<file path="src/rtl/sw_if.sv">
// sw_if: stopwatch control and display bundle.
// master drives the raw controls, slave drives the display/status.
interface sw_if #(
    parameter int MIN_W = 7
);
    logic             PAUSE;
    logic             ADJ;
    logic             SEL;
    logic             LAP;
    logic [MIN_W-1:0] MIN;
    logic [5:0]       SEC;
    logic             RUNNING;
    logic             ADJ_ACTIVE;
    logic             LAP_VALID;
    logic             ROLLOVER;

    modport master (
        output PAUSE, ADJ, SEL, LAP,
        input  MIN, SEC, RUNNING, ADJ_ACTIVE, LAP_VALID, ROLLOVER
    );

    modport slave (
        input  PAUSE, ADJ, SEL, LAP,
        output MIN, SEC, RUNNING, ADJ_ACTIVE, LAP_VALID, ROLLOVER
    );
endinterface

</file>
<file path="src/rtl/sw_core.sv">
// sw_core: parametrised MIN:SEC stopwatch with run/hold/adjust modes,
// lap freeze and a rollover pulse.
module sw_core #(
    parameter int CLK_HZ   = 100_000_000,
    parameter int COUNT_HZ = 1,
    parameter int ADJ_HZ   = 2,
    parameter int MIN_MAX  = 99,
    parameter int MIN_W    = 7
) (
    input logic clk,
    input logic RESET_N,
    sw_if.slave bus
);
    localparam int CNT_DIV = CLK_HZ / COUNT_HZ;
    localparam int ADJ_DIV = CLK_HZ / ADJ_HZ;
    localparam int CW = $clog2(CNT_DIV);
    localparam int AW = $clog2(ADJ_DIV);
    localparam logic [CW-1:0] CNT_LAST = CW'(CNT_DIV - 1);
    localparam logic [AW-1:0] ADJ_LAST = AW'(ADJ_DIV - 1);
    localparam logic [MIN_W-1:0] MIN_TOP = MIN_W'(MIN_MAX);

    // bit order: {LAP, SEL, ADJ, PAUSE}
    logic [3:0] s1, s2;
    logic pause_d, lap_d;

    logic [CW-1:0] cnt, cnt_nxt;
    logic [AW-1:0] adiv, adiv_nxt;
    logic [MIN_W-1:0] live_min, min_nxt;
    logic [5:0] live_sec, sec_nxt;
    logic [MIN_W-1:0] lap_min, lap_min_nxt;
    logic [5:0] lap_sec, lap_sec_nxt;
    logic running, run_nxt;
    logic lap_valid, lapv_nxt;
    logic roll, roll_nxt;

    logic pause_p, lap_p;
    logic adj_on, sel_on, run_on, hold_on;
    logic sec_last, min_last;

    assign pause_p  = s2[0] & ~pause_d;
    assign lap_p    = s2[3] & ~lap_d;
    assign adj_on   = s2[1];
    assign sel_on   = s2[2];
    assign run_on   = ~adj_on & running;
    assign hold_on  = ~adj_on & ~running;
    assign sec_last = (live_sec == 6'd59);
    assign min_last = (live_min == MIN_TOP);

    always_comb begin
        cnt_nxt     = cnt;
        adiv_nxt    = '0;
        min_nxt     = live_min;
        sec_nxt     = live_sec;
        lap_min_nxt = lap_min;
        lap_sec_nxt = lap_sec;
        lapv_nxt    = lap_valid;
        roll_nxt    = 1'b0;
        run_nxt     = running ^ pause_p;

        unique case (1'b1)
            adj_on: begin
                adiv_nxt = adiv + AW'(1);
                if (adiv == ADJ_LAST) begin
                    adiv_nxt = '0;
                    if (sel_on)
                        sec_nxt = sec_last ? 6'd0 : live_sec + 6'd1;
                    else
                        min_nxt = min_last ? '0 : live_min + MIN_W'(1);
                end
            end
            run_on: begin
                cnt_nxt = cnt + CW'(1);
                if (cnt == CNT_LAST) begin
                    cnt_nxt = '0;
                    if (!sec_last) begin
                        sec_nxt = live_sec + 6'd1;
                    end else begin
                        sec_nxt = 6'd0;
                        if (min_last) begin
                            min_nxt  = '0;
                            roll_nxt = 1'b1;
                        end else begin
                            min_nxt = live_min + MIN_W'(1);
                        end
                    end
                end
            end
            hold_on: begin
                cnt_nxt = cnt;
            end
        endcase

        // lap snapshot takes the value before this cycle's increment
        if (lap_p) begin
            if (lap_valid) begin
                lapv_nxt = 1'b0;
            end else begin
                lapv_nxt    = 1'b1;
                lap_min_nxt = live_min;
                lap_sec_nxt = live_sec;
            end
        end
    end

    always_ff @(posedge clk or negedge RESET_N) begin
        if (!RESET_N) begin
            s1        <= '0;
            s2        <= '0;
            pause_d   <= 1'b0;
            lap_d     <= 1'b0;
            cnt       <= '0;
            adiv      <= '0;
            live_min  <= '0;
            live_sec  <= '0;
            lap_min   <= '0;
            lap_sec   <= '0;
            running   <= 1'b1;
            lap_valid <= 1'b0;
            roll      <= 1'b0;
        end else begin
            s1        <= {bus.LAP, bus.SEL, bus.ADJ, bus.PAUSE};
            s2        <= s1;
            pause_d   <= s2[0];
            lap_d     <= s2[3];
            cnt       <= cnt_nxt;
            adiv      <= adiv_nxt;
            live_min  <= min_nxt;
            live_sec  <= sec_nxt;
            lap_min   <= lap_min_nxt;
            lap_sec   <= lap_sec_nxt;
            running   <= run_nxt;
            lap_valid <= lapv_nxt;
            roll      <= roll_nxt;
        end
    end

    assign bus.MIN        = lap_valid ? lap_min : live_min;
    assign bus.SEC        = lap_valid ? lap_sec : live_sec;
    assign bus.RUNNING    = running;
    assign bus.ADJ_ACTIVE = s2[1];
    assign bus.LAP_VALID  = lap_valid;
    assign bus.ROLLOVER   = roll;
endmodule

</file>
<file path="src/flat_wrapper.sv">
// flat-port wrapper written by rule: the top's interface ports become plain ports
module sw_core_flat 
#(
    parameter int CLK_HZ   = 100_000_000,
    parameter int COUNT_HZ = 1,
    parameter int ADJ_HZ   = 2,
    parameter int MIN_MAX  = 99,
    parameter int MIN_W    = 7
)
  (clk, RESET_N, bus_PAUSE, bus_ADJ, bus_SEL, bus_LAP, bus_MIN, bus_SEC, bus_RUNNING, bus_ADJ_ACTIVE, bus_LAP_VALID, bus_ROLLOVER);
  sw_if #(.MIN_W(MIN_W)) bus_i ();
  input logic clk;
  input logic RESET_N;
  input wire logic [$bits(bus_i.PAUSE)-1:0] bus_PAUSE;
  input wire logic [$bits(bus_i.ADJ)-1:0] bus_ADJ;
  input wire logic [$bits(bus_i.SEL)-1:0] bus_SEL;
  input wire logic [$bits(bus_i.LAP)-1:0] bus_LAP;
  output wire logic [$bits(bus_i.MIN)-1:0] bus_MIN;
  output wire logic [$bits(bus_i.SEC)-1:0] bus_SEC;
  output wire logic [$bits(bus_i.RUNNING)-1:0] bus_RUNNING;
  output wire logic [$bits(bus_i.ADJ_ACTIVE)-1:0] bus_ADJ_ACTIVE;
  output wire logic [$bits(bus_i.LAP_VALID)-1:0] bus_LAP_VALID;
  output wire logic [$bits(bus_i.ROLLOVER)-1:0] bus_ROLLOVER;
  assign bus_i.PAUSE = bus_PAUSE;
  assign bus_i.ADJ = bus_ADJ;
  assign bus_i.SEL = bus_SEL;
  assign bus_i.LAP = bus_LAP;
  assign bus_MIN = bus_i.MIN;
  assign bus_SEC = bus_i.SEC;
  assign bus_RUNNING = bus_i.RUNNING;
  assign bus_ADJ_ACTIVE = bus_i.ADJ_ACTIVE;
  assign bus_LAP_VALID = bus_i.LAP_VALID;
  assign bus_ROLLOVER = bus_i.ROLLOVER;
  sw_core #(.CLK_HZ(CLK_HZ), .COUNT_HZ(COUNT_HZ), .ADJ_HZ(ADJ_HZ), .MIN_MAX(MIN_MAX), .MIN_W(MIN_W)) u_core (.clk(clk), .RESET_N(RESET_N), .bus(bus_i));
endmodule
</file>
<file path="config.mk">
export PLATFORM = sky130hd
export DESIGN_NAME = sw_core_flat
export DESIGN_NICKNAME = d
export VERILOG_FILES = /design/src/rtl/sw_if.sv /design/src/rtl/sw_core.sv /design/src/flat_wrapper.sv
export SDC_FILE = /design/constraint.sdc
export NUM_CORES = 1
export LEC_CHECK = 0
export ABC_AREA = 1
export ABC_CLOCK_PERIOD_IN_PS = 3300
export BUFFER_PORTS_ARGS = -buffer_cell sky130_fd_sc_hd__buf_4
export CAP_MARGIN = 20
export CELL_PAD_IN_SITES_DETAIL_PLACEMENT = 1
export CELL_PAD_IN_SITES_GLOBAL_PLACEMENT = 1
export CORE_MARGIN = 2
export CORE_UTILIZATION = 50
export CTS_CLUSTER_SIZE = 25
export DETAILED_ROUTE_END_ITERATION = 12
export PLACE_DENSITY = 0.95
export SYNTH_ARGS = -nofsm -noshare
export SYNTH_HDL_FRONTEND = slang
export SYNTH_SLANG_ARGS = --single-unit
export TNS_END_PERCENT = 10
</file>
<file path="constraint.sdc">
create_clock -name clk -period 3.3 [get_ports clk]
set_clock_uncertainty 0.1 [all_clocks]
set_input_delay 0.825 -clock clk [delete_from_list [all_inputs] [get_ports clk]]
set_output_delay 0.825 -clock clk [all_outputs]
set_load 0.03 [all_outputs]
</file>
==> results of run 1 <==
-- logic make-up after synthesis --
logic type	Yosys count	synth area share
AND/OR/NAND/NOR	348	0.3297
buffers and inverters	100	0.08204
flip-flops	92	0.4676
AO/OA/AOI/OAI	78	0.08738
XOR/XNOR	13	0.02311
adder cells (fa/ha/maj)	4	0.01016
-- power by group --
part	internal, mW	leakage [nW]	total, mW	switching (mW)
sequential	1.31	1.20	1.48	0.177
combinational	0.325	1.24	0.992	0.667
clock	0.393	0.0959	0.797	0.404
total	2.02	2.53	3.27	1.25
-- critical path, delay by kind of cell, from the launching register on --
family                 cells  cell delay, ps
AOI/OAI and AO/OA          1             150
buffers and inverters      1             210
DFF                        1             850
and+or+nand+nor            1             150
-- worst min path at each step --
stage / slack, ps / start / to / cells after the start
CTS: 280 / u_core.s2[0] / u_core.pause_d / 0
global placement: 230 / u_core.s1[3] / u_core.s2[3] / 0
detailed placement: 270 / u_core.s2[0] / u_core.pause_d / 0
global route: 280 / u_core.s2[0] / u_core.pause_d / 0
floorplan: 230 / u_core.s1[0] / u_core.s2[0] / 0
finish: 270 / u_core.s2[0] / u_core.pause_d / 0
-- final cells by class --
cell class                 instances  area, um2
fill                            1218       4273
sequential                        92       2303
multi-input combinational        443       2218
inverter                          87      326.6
timing repair buffer              24      192.7
tap                              133      166.4
clock buffer                      13      158.9
clock inverter                     3      45.04
-- flip-flops by register name (all words and copies together) (netlist names) --
name                  cells
u_core.lap_d              1
u_core.s2                 4
u_core.lap_sec            6
u_core.pause_d            1
u_core.lap_min            7
u_core.cnt               27
u_core.bus.RUNNING        1
u_core.live_sec           6
u_core.s1                 4
u_core.bus.ROLLOVER       1
u_core.live_min           7
u_core.bus.LAP_VALID      1
u_core.adiv              26
-- cell usage in the layout, fill, tap and decap left out, drive strengths merged, types with 2 or more instances in the layout --
cell type	n
nand2	161
dfrtp	91
nor2	88
inv	86
o21ai	56
nand3	46
buf	24
nand4	21
nor3	21
a21oi	17
clkbuf	13
xor2	11
ha	4
nor3b	3
nand3b	3
xnor2	2
nor4	2
or2	2
clkinvlp	2
-- metal layers --
layer | vias to the layer above | GRT usage | share of wire
met4 | 0 | 0.1022 | 0.021
met2 | 83 | 0.4900 | 0.53
li1 | 2089 | - | -
met1 | 2169 | 0.3286 | 0.41
met5 | - | 0 | 0
met3 | 24 | 0.04570 | 0.034
-- stage by stage --
| stage | area, um2 | power [mW] | worst slack (ps) |
|---|---|---|---|
| 2_1_floorplan | 4926 | 2.131 | 814.9 |
| 3_3_place_gp | 5207 | 2.376 | 1261 |
| 3_5_place_dp | 5207 | 2.477 | 1043 |
| 4_1_cts | 5411 | 3.286 | 633.6 |
| 5_1_grt | 5411 | 3.472 | 476.8 |
| 6_report | 5411 | 3.271 | 646.7 |
==> reports/qor.csv, run 1 <==
stage;metric;value;unit
outcome;status;finished, final reports clean;
cells_and_area;final net count;667;
route;vias per cell;5.491;
placed_design;Placer Congestion;0.9030;
logic_synthesis;Synth Area per Inst;7.757;um2
logic_synthesis;Synth cell types;41;
logic_synthesis;post-synthesis sequential area ratio;0.4676;
run;max-cap violations;0;
timing;Setup TNS Final;0;ps
worst_setup_path;Data required, critical path;2370;ps
cells_and_area;Post-Route Utilization;0.5588;
logic_synthesis;most common cell in the netlist;nand2_1;
logic_synthesis;largest area contributor in the netlist;dfrtp_1;
worst_setup_path;reg2reg end;u_core.adiv[4];
worst_setup_path;critical path class;reg2out;
worst_setup_path;flop2flop setup slack;1090;ps
route;Residual DRC;0;
floorplanning;Die Y-Extent;103.3;um
floorplanning;CORE AREA;9684;um2
timing;Peak Freq;0.3769;GHz
worst_setup_path;Crit Path Max Fanout;29;
timing;final setup vio count;0;
logic_synthesis;top post-synthesis cells by area;dfrtp_1 46%, nand2_1 11%, inv_1 5.9%;
clock_tree;H-tree Lvls;3;
placed_design;number of I/O port buffers;22;
logic_synthesis;Commonest cells post-synth;150 x nand2_1, 91 x dfrtp_1, 77 x inv_1, 75 x nor2_1, 42 x nand3_1;
timing;fin crit period;2653;ps
global_route;global-route usage over all layers;0.2728;
logic_synthesis;post-synthesis async set-or-reset flop share;1.000;
clock_tree;clock sinks;92;
clock_tree;hold buffers post-CTS;0;
placed_design;hpwl dp;9680;um
clock_tree;CTS tree;done;
logic_synthesis;Netlist Area Pre-Place;4926;um2
global_route;number of global-route vias before repair;4562;
worst_setup_path;Largest stage delay, worst path;850;ps
worst_setup_path;Setup crit end kind;primary output;
route;via count;4365;
power;power density over the cells;604.4;nW/um2
worst_setup_path;Slowest cell on crit path;dfrtp_1;
route;WL final;13510;um
logic_synthesis;Cells after Synth;635;
worst_setup_path;Startpoint Class;flop;
cells_and_area;Non-Filler Instances;795;
clock_tree;CTS Root Cell;clkbuf_8;
timing;final hold vios;0;
logic_synthesis;Syn Nets;645;
clock_tree;Max clock buf depth;2;
timing;Slew Viols, Final;0;
clock_tree;clock latency on the worst-skew pair;380;ps
floorplanning;total I/O pin count;23;
worst_setup_path;worst-path cell chain;nand2_1 -> o21ai_0 -> buf_4;
timing;RSZ-0062 raised after global routing;no;
timing;Least-Margin Pin Slew;767.3;ps
timing;relative slew slack;0.4885;
worst_setup_path;Worst R2R Start;u_core.adiv[0];
worst_setup_path;CP arrival;1730;ps
power;Max IR drop VDD;236.2;uV
clock_tree;setup bufs post-CTS;0;
cells_and_area;fraction of final layout cells sized beyond drive strength 1;0.1344;
route;Antenna Nets Post-Route;0;
power;Leakage Power;2.532;nW
hold_path;Min-Delay Path Class;reg2reg;
route;DR iter-0 viols;153;
logic_synthesis;Seq cells post-synth;92;
route;TritonRoute pass-1 iters;4;
floorplanning;die width;103.3;um
global_route;initial antenna violation count;0;
placed_design;placed insts;779;
floorplanning;full die area;10660;um2
worst_setup_path;worst reg2reg path depth;10;
cells_and_area;Syn-to-layout area delta;9.855;%
logic_synthesis;number of flops mapped to enable cells by yosys;0;
clock_tree;Inserted Clock Buffers;9;
clock_tree;clk slew on worst S/H paths;90;ps
worst_setup_path;Worst Setup SP;u_core.bus.LAP_VALID;
timing;fin crit share;0.8040;
clock_tree;Resize count post-CTS;0;
floorplanning;initial core utilization;0.5087;
logic_synthesis;share of the synthesized area in the top cell type;0.4623;
global_route;largest net degree at the start of global routing;60;
cells_and_area;# diodes;0;
logic_synthesis;Ys Warns;0;
timing;smallest hold slack;271.1;ps
logic_synthesis;ys flop type;dfrtp_1;
worst_setup_path;Worst Setup EP;bus_SEC[2];
floorplanning;row count;36;
global_route;first-pass GRT wire length;22420;um
global_route;total grt overflow;0;
route;routed length per instance;16.99;um
Note: power is estimated with default switching activity, not from simulation.
==> inputs of run 2 (changes only) <==
--- a/config.mk
+++ b/config.mk
@@ -5,17 +5,17 @@
 export SDC_FILE = /design/constraint.sdc
 export NUM_CORES = 1
 export LEC_CHECK = 0
-export ABC_AREA = 1
-export ABC_CLOCK_PERIOD_IN_PS = 3300
+export ABC_AREA = 0
+export ABC_CLOCK_PERIOD_IN_PS = 2600
 export BUFFER_PORTS_ARGS = -buffer_cell sky130_fd_sc_hd__buf_4
 export CAP_MARGIN = 20
 export CELL_PAD_IN_SITES_DETAIL_PLACEMENT = 1
 export CELL_PAD_IN_SITES_GLOBAL_PLACEMENT = 1
 export CORE_MARGIN = 2
-export CORE_UTILIZATION = 50
+export CORE_UTILIZATION = 49
 export CTS_CLUSTER_SIZE = 25
 export DETAILED_ROUTE_END_ITERATION = 12
-export PLACE_DENSITY = 0.95
+export PLACE_DENSITY = 0.9
 export SYNTH_ARGS = -nofsm -noshare
 export SYNTH_HDL_FRONTEND = slang
 export SYNTH_SLANG_ARGS = --single-unit
==> constraint.sdc (replaced) <==
create_clock -name clk -period 2.6 [get_ports clk]
set_clock_uncertainty 0.1 [all_clocks]
set_input_delay 0.65 -clock clk [delete_from_list [all_inputs] [get_ports clk]]
set_output_delay 0.65 -clock clk [all_outputs]
set_load 0.03 [all_outputs]
==> run 2 against run 1 <==
Effect of this change: sequential share of layout area is 3.0 points higher; cell count is 28% lower; synthesized cell count is 33% lower; die area is 6.3% lower; global-route usage is 3.7 points lower; clock-buffer cell count is 3 lower; wire length is 20% lower; critical path depth is 1 lower; via count is 22% lower; non-clock buffer count is 11 higher.
==> reports/qor.csv, run 2 <==
stage;metric;value;unit
route;TritonRoute pass-1 iters;4;
placed_design;placed insts;554;
timing;final setup vio count;0;
cells_and_area;# diodes;0;
placed_design;Placer Congestion;0.8153;
placed_design;worst slack at placement;168.3;ps
logic_synthesis;post-synthesis async set-or-reset flop share;1.000;
run;max-cap violations;0;
route;DR iter-0 viols;115;
cells_and_area;fin area;5055;um2
cells_and_area;final net count;464;
timing;fin crit period;2476;ps
cells_and_area;most frequent cells in the layout;91 x dfrtp_1, 57 x nor2_1, 38 x nand2_1, 34 x buf_4, 30 x mux2_2;
power;Leakage Power;2.265;nW
global_route;largest net degree at the start of global routing;70;
worst_setup_path;Data required, critical path;1850;ps
floorplanning;Die Y-Extent;99.97;um
logic_synthesis;Commonest cells post-synth;91 x dfrtp_1, 57 x nor2_1, 38 x nand2_1, 30 x mux2_2, 25 x nand3_1;
route;via count;3414;
clock_tree;CTS tree;done;
logic_synthesis;Netlist Area Pre-Place;4513;um2
worst_setup_path;worst-path cell chain;mux2_2 -> buf_4;
timing;smallest hold slack;72.52;ps
worst_setup_path;Largest stage delay, worst path;770;ps
route;WL final;10870;um
clock_tree;H-tree Lvls;3;
clock_tree;clock latency on the worst-skew pair;360;ps
timing;Setup TNS Final;0;ps
logic_synthesis;top post-synthesis cells by area;dfrtp_1 50%, mux2_2 7.5%, nor2_1 4.7%;
global_route;initial antenna violation count;0;
cells_and_area;Biggest register;u_core.cnt;
worst_setup_path;cell family with most CP delay;flip-flops;
worst_setup_path;crit path buf inv count;1;
worst_setup_path;Startpoint Class;flop;
global_route;total grt overflow;0;
global_route;global-route usage over all layers;0.2355;
cells_and_area;max FFs per register;27;
clock_tree;Max clock buf depth;2;
worst_setup_path;Crit Path Max Fanout;17;
outcome;status;finished, final reports clean;
cells_and_area;Post-Route Utilization;0.5576;
worst_setup_path;critical path class;reg2out;
logic_synthesis;Seq cells post-synth;92;
logic_synthesis;Cells after Synth;424;
route;Antenna Nets Post-Route;0;
logic_synthesis;Syn Nets;434;
logic_synthesis;most common cell in the netlist;dfrtp_1;
global_route;number of global-route vias before repair;3680;
logic_synthesis;ys flop type;dfrtp_1;
hold_path;Min-Delay Path Class;in2async;
timing;PnR worst setup slack;123.9;ps
timing;Slew Viols, Final;0;
timing;fin crit share;0.9523;
clock_tree;Inserted Clock Buffers;9;
logic_synthesis;number of flops mapped to enable cells by yosys;0;
floorplanning;CORE AREA;9065;um2
route;vias per cell;5.989;
worst_setup_path;flop2flop setup slack;190;ps
power;Total Power;2.730;mW
worst_setup_path;Setup crit end kind;primary output;
cells_and_area;fraction of final layout cells sized beyond drive strength 1;0.2070;
cells_and_area;commonest non-fill, non-tap cell in the layout;dfrtp_1;
global_route;first-pass GRT wire length;18670;um
cells_and_area;Non-Filler Instances;570;
cells_and_area;Syn-to-layout area delta;12.00;%
floorplanning;row count;35;
logic_synthesis;Ys Warns;0;
timing;final hold vios;0;
clock_tree;setup bufs post-CTS;0;
worst_setup_path;reg2reg end;u_core.cnt[13];
worst_setup_path;Slowest cell on crit path;dfrtp_1;
clock_tree;hold buffers post-CTS;0;
clock_tree;clk slew on worst S/H paths;100;ps
power;power density over the cells;540.2;nW/um2
clock_tree;Resize count post-CTS;0;
clock_tree;clock sinks;92;
logic_synthesis;post-synthesis sequential area ratio;0.5104;
route;routed length per instance;19.07;um
timing;relative slew slack;0.5723;
clock_tree;CTS Root Cell;clkbuf_8;
timing;RSZ-0062 raised after global routing;no;
timing;Least-Margin Pin Slew;641.6;ps
floorplanning;die width;99.97;um
floorplanning;initial core utilization;0.4979;
placed_design;Placed Area;4867;um2
placed_design;hpwl dp;7338;um
route;Residual DRC;0;
worst_setup_path;worst reg2reg path depth;7;
logic_synthesis;share of the synthesized area in the top cell type;0.5046;
timing;Peak Freq;0.4039;GHz
cells_and_area;Largest regs;u_core.cnt (27), u_core.adiv (26);
power;Max IR drop VDD;208.9;uV
worst_setup_path;Worst R2R Start;u_core.cnt[0];
floorplanning;total I/O pin count;23;
floorplanning;full die area;9994;um2
logic_synthesis;Synth Area per Inst;10.64;um2
logic_synthesis;largest area contributor in the netlist;dfrtp_1;
placed_design;number of I/O port buffers;22;
worst_setup_path;CP arrival;1730;ps
logic_synthesis;Synth cell types;53;
## run 2: final cells by class
cell class	count	area (um2)
timing repair buffer	35	275.3
clock buffer	10	137.6
inverter	9	33.78
multi-input combinational	307	2120
fill	981	4010
clock inverter	6	46.29
tap	111	138.9
sequential	92	2303
## run 2: how the worst max path moves through the flow
stage	slack (ps)	cells past startpoint	end	start
global placement	320	5	u_core.live_min[2]	u_core.adiv[11]
global route	50	2	bus_SEC[2]	u_core.bus.LAP_VALID
CTS	110	2	bus_SEC[2]	u_core.bus.LAP_VALID
finish	120	2	bus_SEC[2]	u_core.bus.LAP_VALID
detailed placement	170	5	u_core.live_min[2]	u_core.adiv[0]
floorplan	200	3	bus_SEC[3]	u_core.bus.LAP_VALID
## run 2: logic make-up (layout without fill, tap and decap cells)
kind of cell	Yosys count	in the layout	synth area share
adders and majority gates	4	4	0.01109
and+or+nand+nor	196	196	0.2312
buffers and inverters	25	60	0.02329
xor gates and xnor gates	48	48	0.09315
DFF	92	92	0.5104
AOI/OAI and AO/OA	28	28	0.05379
muxes	31	31	0.07707
## run 2: layer usage
layer / global-route usage / share of wire
met5: 0 / 0
met4: 0.08430 / 0.020
met3: 0.02855 / 0.029
met2: 0.4012 / 0.51
met1: 0.3124 / 0.45
## run 2: power breakdown
group	leakage [nW]	total (mW)	internal [mW]	switching [mW]
Sequential	1.25	1.58	1.49	0.0887
Combinational	0.928	0.229	0.0982	0.130
Clock	0.0893	0.921	0.381	0.540
==> inputs of run 3 (changes only) <==
--- a/config.mk
+++ b/config.mk
@@ -6,7 +6,7 @@
 export NUM_CORES = 1
 export LEC_CHECK = 0
 export ABC_AREA = 0
-export ABC_CLOCK_PERIOD_IN_PS = 2600
+export ABC_CLOCK_PERIOD_IN_PS = 2400
 export BUFFER_PORTS_ARGS = -buffer_cell sky130_fd_sc_hd__buf_4
 export CAP_MARGIN = 20
 export CELL_PAD_IN_SITES_DETAIL_PLACEMENT = 1
==> constraint.sdc (replaced) <==
create_clock -name clk -period 2.4 [get_ports clk]
set_clock_uncertainty 0.1 [all_clocks]
set_input_delay 0.6 -clock clk [delete_from_list [all_inputs] [get_ports clk]]
set_output_delay 0.6 -clock clk [all_outputs]
set_load 0.03 [all_outputs]
==> run 3 against run 2 <==
Effect of this change: the run now ends with negative setup slack left; power grew 12%; register-to-register slack lost 250 ps; cell count grew 1.1%; sequential power grew 8%; first-iteration DRC count grew 26%; die area is the same; largest power group unchanged; via count shrank 1.9%; worst setup slack lost 190 ps; hold slack gained 59 ps; global-route usage shrank 1.0 points; core utilization grew 1.0 points; sequential cell count is the same.
==> reports/qor.csv, run 3 (synthesized netlist as in run 2, its figures left out) <==
stage;metric;value;unit
clock_tree;clock latency on the worst-skew pair;370;ps
worst_setup_path;CP arrival;2600;ps
clock_tree;CTS tree;done;
worst_setup_path;worst reg2reg path depth;5;
worst_setup_path;Largest stage delay, worst path;600;ps
worst_setup_path;Slowest cell on crit path;or4_4;
timing;fin crit period;2462;ps
route;DR iter-0 viols;145;
worst_setup_path;Worst Setup SP;u_core.adiv[11];
placed_design;number of I/O port buffers;22;
timing;Slew Viols, Final;0;
power;power density over the cells;594.1;nW/um2
timing;Peak Freq;0.4061;GHz
cells_and_area;# diodes;0;
global_route;global-route usage over all layers;0.2251;
route;vias per cell;5.816;
worst_setup_path;Worst Setup EP;u_core.live_min[2];
outcome;violated checks;negative setup slack;
route;Residual DRC;0;
worst_setup_path;reg2reg end;u_core.live_min[2];
worst_setup_path;Crit Path Max Fanout;6;
cells_and_area;commonest non-fill, non-tap cell in the layout;dfrtp_1;
timing;PnR worst setup slack;-62.24;ps
worst_setup_path;Setup crit end kind;flop;
floorplanning;initial core utilization;0.4979;
route;WL final;10980;um
cells_and_area;max FFs per register;27;
worst_setup_path;Crit path depth;5;
worst_setup_path;worst-path cell chain;nor4b_1 -> nand2_1 -> or4_4 -> o22ai_1 -> mux2_2;
outcome;status;complete, but fails checks;
route;Antenna Nets Post-Route;0;
cells_and_area;final net count;470;
route;TritonRoute pass-1 iters;4;
route;routed length per instance;19.07;um
placed_design;hpwl dp;7333;um
power;Max IR drop VDD;375.0;uV
timing;final hold vios;0;
clock_tree;clock sinks;92;
floorplanning;total I/O pin count;23;
cells_and_area;most frequent cells in the layout;90 x dfrtp_1, 57 x nor2_1, 39 x buf_4, 38 x nand2_1, 30 x mux2_2;
worst_setup_path;crit path buf inv count;0;
clock_tree;H-tree Lvls;3;
worst_setup_path;Data required, critical path;2540;ps
worst_setup_path;Startpoint Class;flop;
clock_tree;Inserted Clock Buffers;9;
clock_tree;Max clock buf depth;2;
cells_and_area;Largest regs;u_core.cnt (27), u_core.adiv (26);
global_route;total grt overflow;0;
global_route;largest net degree at the start of global routing;44;
cells_and_area;register area;2305;um2
timing;relative slew slack;0.6002;
timing;final setup vio count;3;
clock_tree;hold buffers post-CTS;0;
worst_setup_path;flop2flop setup slack;-60;ps
floorplanning;CORE AREA;9065;um2
cells_and_area;Biggest register;u_core.cnt;
clock_tree;CTS Root Cell;clkbuf_8;
floorplanning;die width;99.97;um
cells_and_area;Multi-input gate area;2140;um2
global_route;first-pass GRT wire length;17980;um
placed_design;Placer Congestion;0.8425;
global_route;initial antenna violation count;0;
timing;smallest hold slack;131.3;ps
cells_and_area;fraction of final layout cells sized beyond drive strength 1;0.2237;
cells_and_area;number of fillers in the final layout;968;
timing;fin crit share;1.026;
worst_setup_path;Worst R2R Start;u_core.adiv[11];
floorplanning;Die Y-Extent;99.97;um
global_route;number of global-route vias before repair;3594;
worst_setup_path;critical path class;reg2reg;
worst_setup_path;cell family with most CP delay;simple AND/OR/NAND/NOR gates;
power;Leakage Power;2.311;nW
floorplanning;full die area;9994;um2
hold_path;Min-Delay Path Class;in2async;
placed_design;Placed Area;4917;um2
cells_and_area;Syn-to-layout area delta;14.06;%
floorplanning;row count;35;
timing;Least-Margin Pin Slew;599.7;ps
run;max-cap violations;0;
placed_design;worst slack at placement;-7.469;ps
cells_and_area;fin area;5147;um2
route;via count;3350;
clock_tree;clk slew on worst S/H paths;110;ps
run 3: cell count changes in the layout (fill, tap and decap cells not counted), sizes merged:
cell | previous run | this run
clkinvlp | 2 | 1
bufinv | 0 | 1
buf | 35 | 41
clkinv | 2 | 3
clkbuf | 10 | 9
run 3: how the worst min path moves through the flow:
stage / end / slack [ps]
floorplan: u_core.adiv[0] / 200
global placement: u_core.s2[3] / 230
detailed placement: u_core.s2[0] / 240
CTS: u_core.cnt[16] / 160
global route: u_core.cnt[16] / 170
finish: u_core.cnt[16] / 130
run 3: power breakdown:
group | internal (mW) | total [mW] | switching (mW) | leakage (nW)
Sequential | 1.62 | 1.70 | 0.0840 | 1.25
Clock | 0.488 | 1.08 | 0.588 | 0.100
Combinational | 0.123 | 0.281 | 0.157 | 0.964
Total | 2.23 | 3.06 | 0.830 | 2.31
run 3: what timing repair did:
item | CTS | global route
pin swaps | 0 | 1
setup buffers | 0 | 1
cloned | 0 | 0
resized for setup | 2 | 3
endpoints found under the setup margin | 13 | 18
run 3: per-stage QoR:
step	total power [mW]	cells	utilization	TNS, ps
finish	3.058	576	0.5678	-157.8
global route	3.182	576	0.5678	-502.5
CTS	3.070	575	0.5648	0
detailed placement	2.008	559	0.5424	-7.469
global placement	1.986	559	0.5424	0
floorplan	1.861	424	-	0
run 3: per-layer routing:
layer  part of all wire  track usage  up-vias
met3              0.029      0.03273       19
met1               0.45       0.3019     1709
li1                   -            -     1556
met2               0.51       0.3768       66
met5                  0            0        -
met4              0.020      0.07798        0
run 3: area by class of cell:
cell class / instances / share of cell area
inverter: 9 / 0.006563
clock buffer: 9 / 0.02406
multi-input combinational: 307 / 0.4157
timing repair buffer: 41 / 0.06466
clock inverter: 7 / 0.01434
sequential: 92 / 0.4477
tap: 111 / 0.02698
